`src/rtl/serial_add_ctrl.sv`:
```
// rtl/serial_add_ctrl.sv - sequencer feeding an external 1-bit full adder LSB-first
module serial_add_ctrl #(
   parameter int WIDTH = 8
) (
   input  logic             clk,
   input  logic             rst,
   input  logic             start,
   input  logic [WIDTH-1:0] a,
   input  logic [WIDTH-1:0] b,
   input  logic             cin,
   output logic             fa_a,
   output logic             fa_b,
   output logic             fa_cin,
   input  logic             fa_sum,
   input  logic             fa_cout,
   output logic             busy,
   output logic             done,
   output logic [WIDTH-1:0] sum,
   output logic             cout
);

   localparam int CW = (WIDTH < 2) ? 1 : $clog2(WIDTH + 1);

   typedef enum logic [1:0] {IDLE, SHIFT, DONE} state_t;

   state_t           state, state_nx;
   logic [WIDTH-1:0] a_sr, b_sr, sum_sr, sum_nx;
   logic             carry;
   logic [CW-1:0]    cnt;
   logic             load, last;

   assign last   = (cnt == CW'(WIDTH - 1));
   assign busy   = (state == SHIFT);
   assign done   = (state == DONE);
   assign fa_a   = busy & a_sr[0];
   assign fa_b   = busy & b_sr[0];
   assign fa_cin = busy & carry;

   // Shifting right and inserting at the MSB also covers WIDTH=1.
   always_comb begin
      sum_nx            = sum_sr >> 1;
      sum_nx[WIDTH-1]   = fa_sum;
   end

   always_comb begin
      state_nx = state;
      load     = 1'b0;
      case (state)
         IDLE: begin
            if (start) begin
               load     = 1'b1;
               state_nx = SHIFT;
            end
         end
         SHIFT: begin
            if (last) state_nx = DONE;
         end
         DONE: begin
            if (start) begin
               load     = 1'b1;
               state_nx = SHIFT;
            end else begin
               state_nx = IDLE;
            end
         end
         default: state_nx = IDLE;
      endcase
   end

   always_ff @(posedge clk or posedge rst) begin
      if (rst) begin
         state  <= IDLE;
         a_sr   <= '0;
         b_sr   <= '0;
         sum_sr <= '0;
         carry  <= 1'b0;
         cnt    <= '0;
         sum    <= '0;
         cout   <= 1'b0;
      end else begin
         state <= state_nx;
         if (load) begin
            a_sr  <= a;
            b_sr  <= b;
            carry <= cin;
            cnt   <= '0;
         end else if (state == SHIFT) begin
            a_sr   <= a_sr >> 1;
            b_sr   <= b_sr >> 1;
            sum_sr <= sum_nx;
            carry  <= fa_cout;
            cnt    <= cnt + CW'(1);
            // Result registers change only on the edge that enters DONE.
            if (last) begin
               sum  <= sum_nx;
               cout <= fa_cout;
            end
         end
      end
   end

endmodule

```
`config.mk`:
```
export PLATFORM = sky130hd
export DESIGN_NAME = serial_add_ctrl
export DESIGN_NICKNAME = d
export VERILOG_FILES = /design/src/rtl/serial_add_ctrl.sv
export SDC_FILE = /design/constraint.sdc
export NUM_CORES = 1
export LEC_CHECK = 0
export ABC_CLOCK_PERIOD_IN_PS = 3000
export BUFFER_PORTS_ARGS = -buffer_cell sky130_fd_sc_hd__buf_2
export CORE_MARGIN = 3
export CORE_UTILIZATION = 30
export DETAILED_ROUTE_END_ITERATION = 6
export GPL_ROUTABILITY_DRIVEN = 0
export PLACE_DENSITY_LB_ADDON = 0.25
export RECOVER_POWER = 25
export REMOVE_ABC_BUFFERS = 1
export SYNTH_ARGS = -nofsm -noshare
export SYNTH_HDL_FRONTEND = slang
export SYNTH_SLANG_ARGS = --single-unit
```
`constraint.sdc`:
```
create_clock -name clk -period 3 [get_ports clk]
set_input_delay 0.3 -clock clk [delete_from_list [all_inputs] [get_ports clk]]
set_output_delay 0.3 -clock clk [all_outputs]
set_load 0.005 [all_outputs]
```
==> results of run 1 <==
==> cell type report <==
type,count,area [um^2]
Timing Repair Buffer,39,201
Tap cell,70,87.6
Inverter,2,7.51
Multi-Input combinational cell,110,611
Sequential cell,39,976
Clock buffer,8,100
Fill cell,548,3220
==> final timing paths <==
kind | endpoint | cells after the start | from
min | sum_sr[7] | 3 | fa_sum
max in group asynchronous | sum_sr[7] | 3 | rst
min reg2reg | sum_sr[1] | 2 | sum_sr[1]
max reg2reg | sum[5] | 3 | state[1]
max | fa_b | 5 | state[0]
min in group asynchronous | a_sr[1] | 3 | rst
==> layer usage <==
layer,global-route usage,share of wire,up-vias
met2,0.171,0.44,41
li1,-,-,613
met5,0,0,-
met1,0.152,0.48,583
met4,0.0405,0.0089,0
met3,0.0361,0.073,3
==> worst max-delay path: cells and delay by family (launching register included) <==
kind	cells	cell delay, ps
flops	1	400
buf+inv	3	470
simple gates	2	580
==> sequential cells by signal, summed over array words and instances (netlist names) <==
register  cells
a_sr          8
b_sr          8
carry         1
cnt           4
cout          1
state         2
sum           8
sum_sr        7
==> cells by family (layout without fill, tap and decap cells) <==
group | Yosys count | count (layout) | share of synthesized area
and+or+nand+nor | 77 | 77 | 0.202
adders and majority gates | 1 | 1 | 0.00761
buffers and inverters | 12 | 49 | 0.0343
DFF | 39 | 39 | 0.594
muxes | 12 | 12 | 0.0807
AOI/OAI and AO/OA | 20 | 20 | 0.0815
==> power by group through the flow <==
stage / registers (uW) / clock network [uW] / logic [uW]
2_1_floorplan: 891 / 0 / 495
3_3_place_gp: 915 / 0 / 751
3_5_place_dp: 917 / 0 / 760
4_1_cts: 908 / 398 / 766
5_1_grt: 947 / 414 / 861
6_report: 905 / 382 / 742
==> stage by stage <==
step | power (uW) | hold slack, ps | cell area (um^2) | worst slack (ps) | utilization
floorplan | 1390 | 405 | 1590 | 958 | -
global placement | 1670 | 449 | 1890 | 1220 | 0.363
detailed placement | 1680 | 456 | 1890 | 1160 | 0.363
CTS | 2070 | 139 | 1990 | 933 | 0.382
global route | 2220 | 239 | 1980 | 603 | 0.381
finish | 2030 | 221 | 1980 | 977 | 0.381
==> layout by cell type, fill, tap and decap left out, types with 2 or more instances in the layout <==
cell	n
buf_2	35
a31oi_1	9
a22o_1	2
clkbuf_1	2
and2_1	3
nand3_1	7
nand2_1	51
inv_1	2
o21ai_0	2
nand2b_1	2
a22oi_1	6
clkbuf_8	7
buf_4	3
mux2i_1	2
dfrtp_1	39
mux2_2	10
nor2_1	10
==> impl_metrics.ini, run 1 <==
[outcome]
status = complete, but fails checks
violations = max-capacitance violations, max-slew violations

[global_route]
antenna_found_initial = 0
grt_max_degree = 40
grt_pass1_vias = 1205
grt.total_usage = 0.113
overflow = 0
grt_pass1_wl_mm = 5.65

[sta]
relSlewSlack = -0.378
max_freq_mhz = 494
fin_skew_ps = 7.29
tightest_slew_ps = 2070
period_share = 0.674
grt_setup_unrepaired = no
slew_viol_final = 40
finalHoldViolCount = 0
period_minus_slack_ps = 2020
fin_setup_tns_ps = 0
setup_viol = 0

[power_and_ir_drop]
power_frac_seq = 0.446
pwr-share-clk = 0.188
switching_share = 0.350
net-switching-power_uw = 710
power_frac_comb = 0.366
ir_worst_vdd_mv = 0.445
p_leak_uw = 0.000984
intPower_uw = 1320
p_per_area_nw_per_um2 = 1020

[synth]
synth_common_cells = nand2_1, dfrtp_1, mux2_2, nor2_1, a31oi_1
postSynthAreaPerCell_um2 = 10.2
ys_warn_count = 0
yosysTopAreaCell = dfrtp_1
ys_seq_area_frac = 0.594
ys.flop_type = dfrtp_1
syn_inst = 161
ys_ff_latch = 39
synth_area_um2 = 1640
synth-edff-count = 0
synth-async-reset-ratio = 1.00
yosysUniqueCellTypes = 22
synth_most_common_cell = nand2_1
yosys.area.top_type_share = 0.594
synthTopCellsByArea = dfrtp_1, nand2_1, mux2_2, a31oi_1, a22oi_1

[placed_design]
io_buffer_count = 35
dpl.cell_count = 260
post-dp-hpwl_mm = 2.12

[cts]
cts_tree = built
cts.sinks = 39
cts_root_buf = clkbuf_8
cts_buffer_depth = 2
numCtsBuffers = 5
cts_setup_buffers = 0
clk_latency_ps = 290
cts_hold_buf = 0
cts_max_level = 2
clkTransAtPathRegs_ps = 70
cts-resized-gates = 0

[setup_path]
end_kind = primary output
slowest_stage = nand2b_1
cp_slowest_stage_delay_ps = 410
worstSetupPathType = reg -> out
arrival_ps = 1720
critPathRequiredTime_ps = 2700
startpoint_type = register
reg2reg_slack_ps = 1210
crit_path_cell_trace = nand2b_1, inv_1, buf_4, and2_1, buf_2
critPathMaxFanout = 18

[routing]
routed_via_density = 4.63
wirelength_mm = 3.24
drc = 0
ant_nets = 0
wl_per_cell_um = 12.1
drt_iter0_drc = 69
vias = 1240
drtPass1Iterations = 4

[finish]
syn2layout_area_growth_pct = 20.7
drive_above_1_share = 0.283
antenna_cells = 0
nNetsFinal = 220
final_cells = 268

[floorplanning]
dieWidth_um = 80
core_um2 = 5200
rows = 26
io_pins = 36
die_area_um2 = 6400
initial_core_util = 0.316
die_h_um = 80

[flow_run]
maxCapViolations = 1

[hold_path]
min_path_type = in -> reg
(Power assumes the default switching activity.)
==> run 2: changes to the inputs <==
ABC_CLOCK_PERIOD_IN_PS = 1660   (was 3000)
clock period = 1.66 ns   (was 3 ns; I/O delays follow)
==> run 2 against run 1 <==
  * The flow now finishes without violations
  * Utilization increased by 0.26 points
  * Routed wire length up 4.9%
  * Sequential power is 82% higher
==> impl_metrics.ini, run 2 (synthesized netlist as in run 1, its figures left out) <==
[outcome]
status = finished clean

[hold_path]
min_from = fa_sum
min_path_type = in -> reg
min_path_cells = 3
min_to = sum_sr[7]

[routing]
drc = 0
dr.max_layer_used = met4
routedLengthMet1_mm = 1.71
route.met2.wl_mm = 1.42
routed_via_density = 4.53
wl_per_cell_um = 12.6
ant_nets = 0
drtPass1Iterations = 4
vias = 1224
routed-wl-met3_um = 235
wirelength_mm = 3.40
drt_iter0_drc = 58

[power_and_ir_drop]
power_frac_comb = 0.392
power_frac_seq = 0.450
p_leak_uw = 0.000994
intPower_uw = 2350
switching_share = 0.357
pwr-share-clk = 0.158
p_per_area_nw_per_um2 = 1830
net-switching-power_uw = 1310
ir_worst_vdd_mv = 0.766

[sta]
tightest_slew_ps = 962
period_minus_slack_ps = 1580
period_share = 0.953
grt_setup_unrepaired = yes
setup_viol = 0
finalHoldWorstSlack_ps = 82.5
fin_setup_tns_ps = 0
slew_viol_final = 0
finalHoldViolCount = 0
max_freq_mhz = 632
relSlewSlack = 0.359
fin_skew_ps = 4.89

[cts]
cts_max_level = 2
cts_root_buf = clkbuf_8
cts_setup_buffers = 0
numCtsBuffers = 5
cts-resized-gates = 1
cts.sinks = 39
cts_hold_buf = 0
clkTransAtPathRegs_ps = 70
clk_latency_ps = 280
cts_buffer_depth = 2
cts_tree = built

[finish]
antenna_cells = 0
fillers = 538
reg.largest.list = a_sr: 8 flops, b_sr: 8 flops, sum: 8 flops
syn2layout_area_growth_pct = 21.6
mostFrequentLayoutCell = nand2_1
mostFrequentLayoutCells = nand2_1, dfrtp_1, buf_2
drive_above_1_share = 0.300
nNetsFinal = 224

[setup_path]
startpoint = state[1]
critPathRequiredTime_ps = 1490
reg2reg_slack_ps = 190
critPathMaxFanout = 18
worstSetupPathType = reg -> out
reg2reg_depth = 5
arrival_ps = 1420
end_kind = primary output
r2r-end = sum[4]
startpoint_type = register
r2r_start = cnt[0]

[global_route]
grt_pass1_wl_mm = 5.82
overflow = 0
grt_pass1_vias = 1227
antenna_found_initial = 0
grt_max_degree = 40
grt.total_usage = 0.118

[floorplanning]
initial_core_util = 0.316
die_h_um = 80
die_area_um2 = 6400
core_um2 = 5200
dieWidth_um = 80
rows = 26
io_pins = 36

[placed_design]
io_buffer_count = 35
post-dp-hpwl_mm = 2.31

[flow_run]
maxCapViolations = 0
-- run 2: cell types whose count changed in the layout (fill, tap and decap cells not counted) --
cell,before,now
buf_4,3,6
clkbuf_2,0,1
buf_8,0,1
clkbuf_8,7,5
nand2b_1,2,1
nand2b_2,0,1
clkbuf_1,2,1
-- run 2: area by class of cell --
type                            instances  area, um^2  area share
Tap cell                               70        87.6      0.0439
Sequential cell                        39         976       0.489
Timing Repair Buffer                   43         240       0.120
Inverter                                2        7.51     0.00376
Clock buffer                            6        72.6      0.0363
Multi-Input combinational cell        110         613       0.307
-- run 2: worst max-delay path by stage --
stage	to	slack, ps	cells after the start
floorplan	cnt[3]	-260	4
global placement	cout	230	5
detailed placement	cout	200	5
CTS	busy	20	5
global route	busy	-2	5
finish	busy	80	5
-- run 2: per-layer routing --
layer	vias up	global-route usage
met1	569	0.166
met5	-	0
met3	5	0.0350
met4	0	0.0405
li1	613	-
met2	37	0.172
-- run 2: critical path, stage by stage, from the launching register on --
cell	delay [ps]
dfrtp_1	370
nand2b_2	220
inv_1	110
buf_8	160
buf_4	160
buf_2	110
-- run 2: power groups by stage --
stage | clock (uW) | sequential [uW] | combinational (uW)
global route | 640 | 1700 | 1650
finish | 578 | 1650 | 1440
global placement | 0 | 1660 | 1420
CTS | 599 | 1650 | 1460
floorplan | 0 | 1610 | 895
detailed placement | 0 | 1660 | 1440
-- run 2: metrics by stage --
stage | setup WS (ps) | area (um^2) | power [uW] | std cells | util
after floorplan | -265 | 1590 | 2510 | 151 | -
after global placement | 234 | 1920 | 3080 | 264 | 0.368
after detailed placement | 197 | 1920 | 3100 | 264 | 0.368
after CTS | 20.7 | 1990 | 3710 | 270 | 0.383
after global routing | -2.02 | 2000 | 3990 | 270 | 0.384
final | 77.4 | 2000 | 3660 | 270 | 0.384
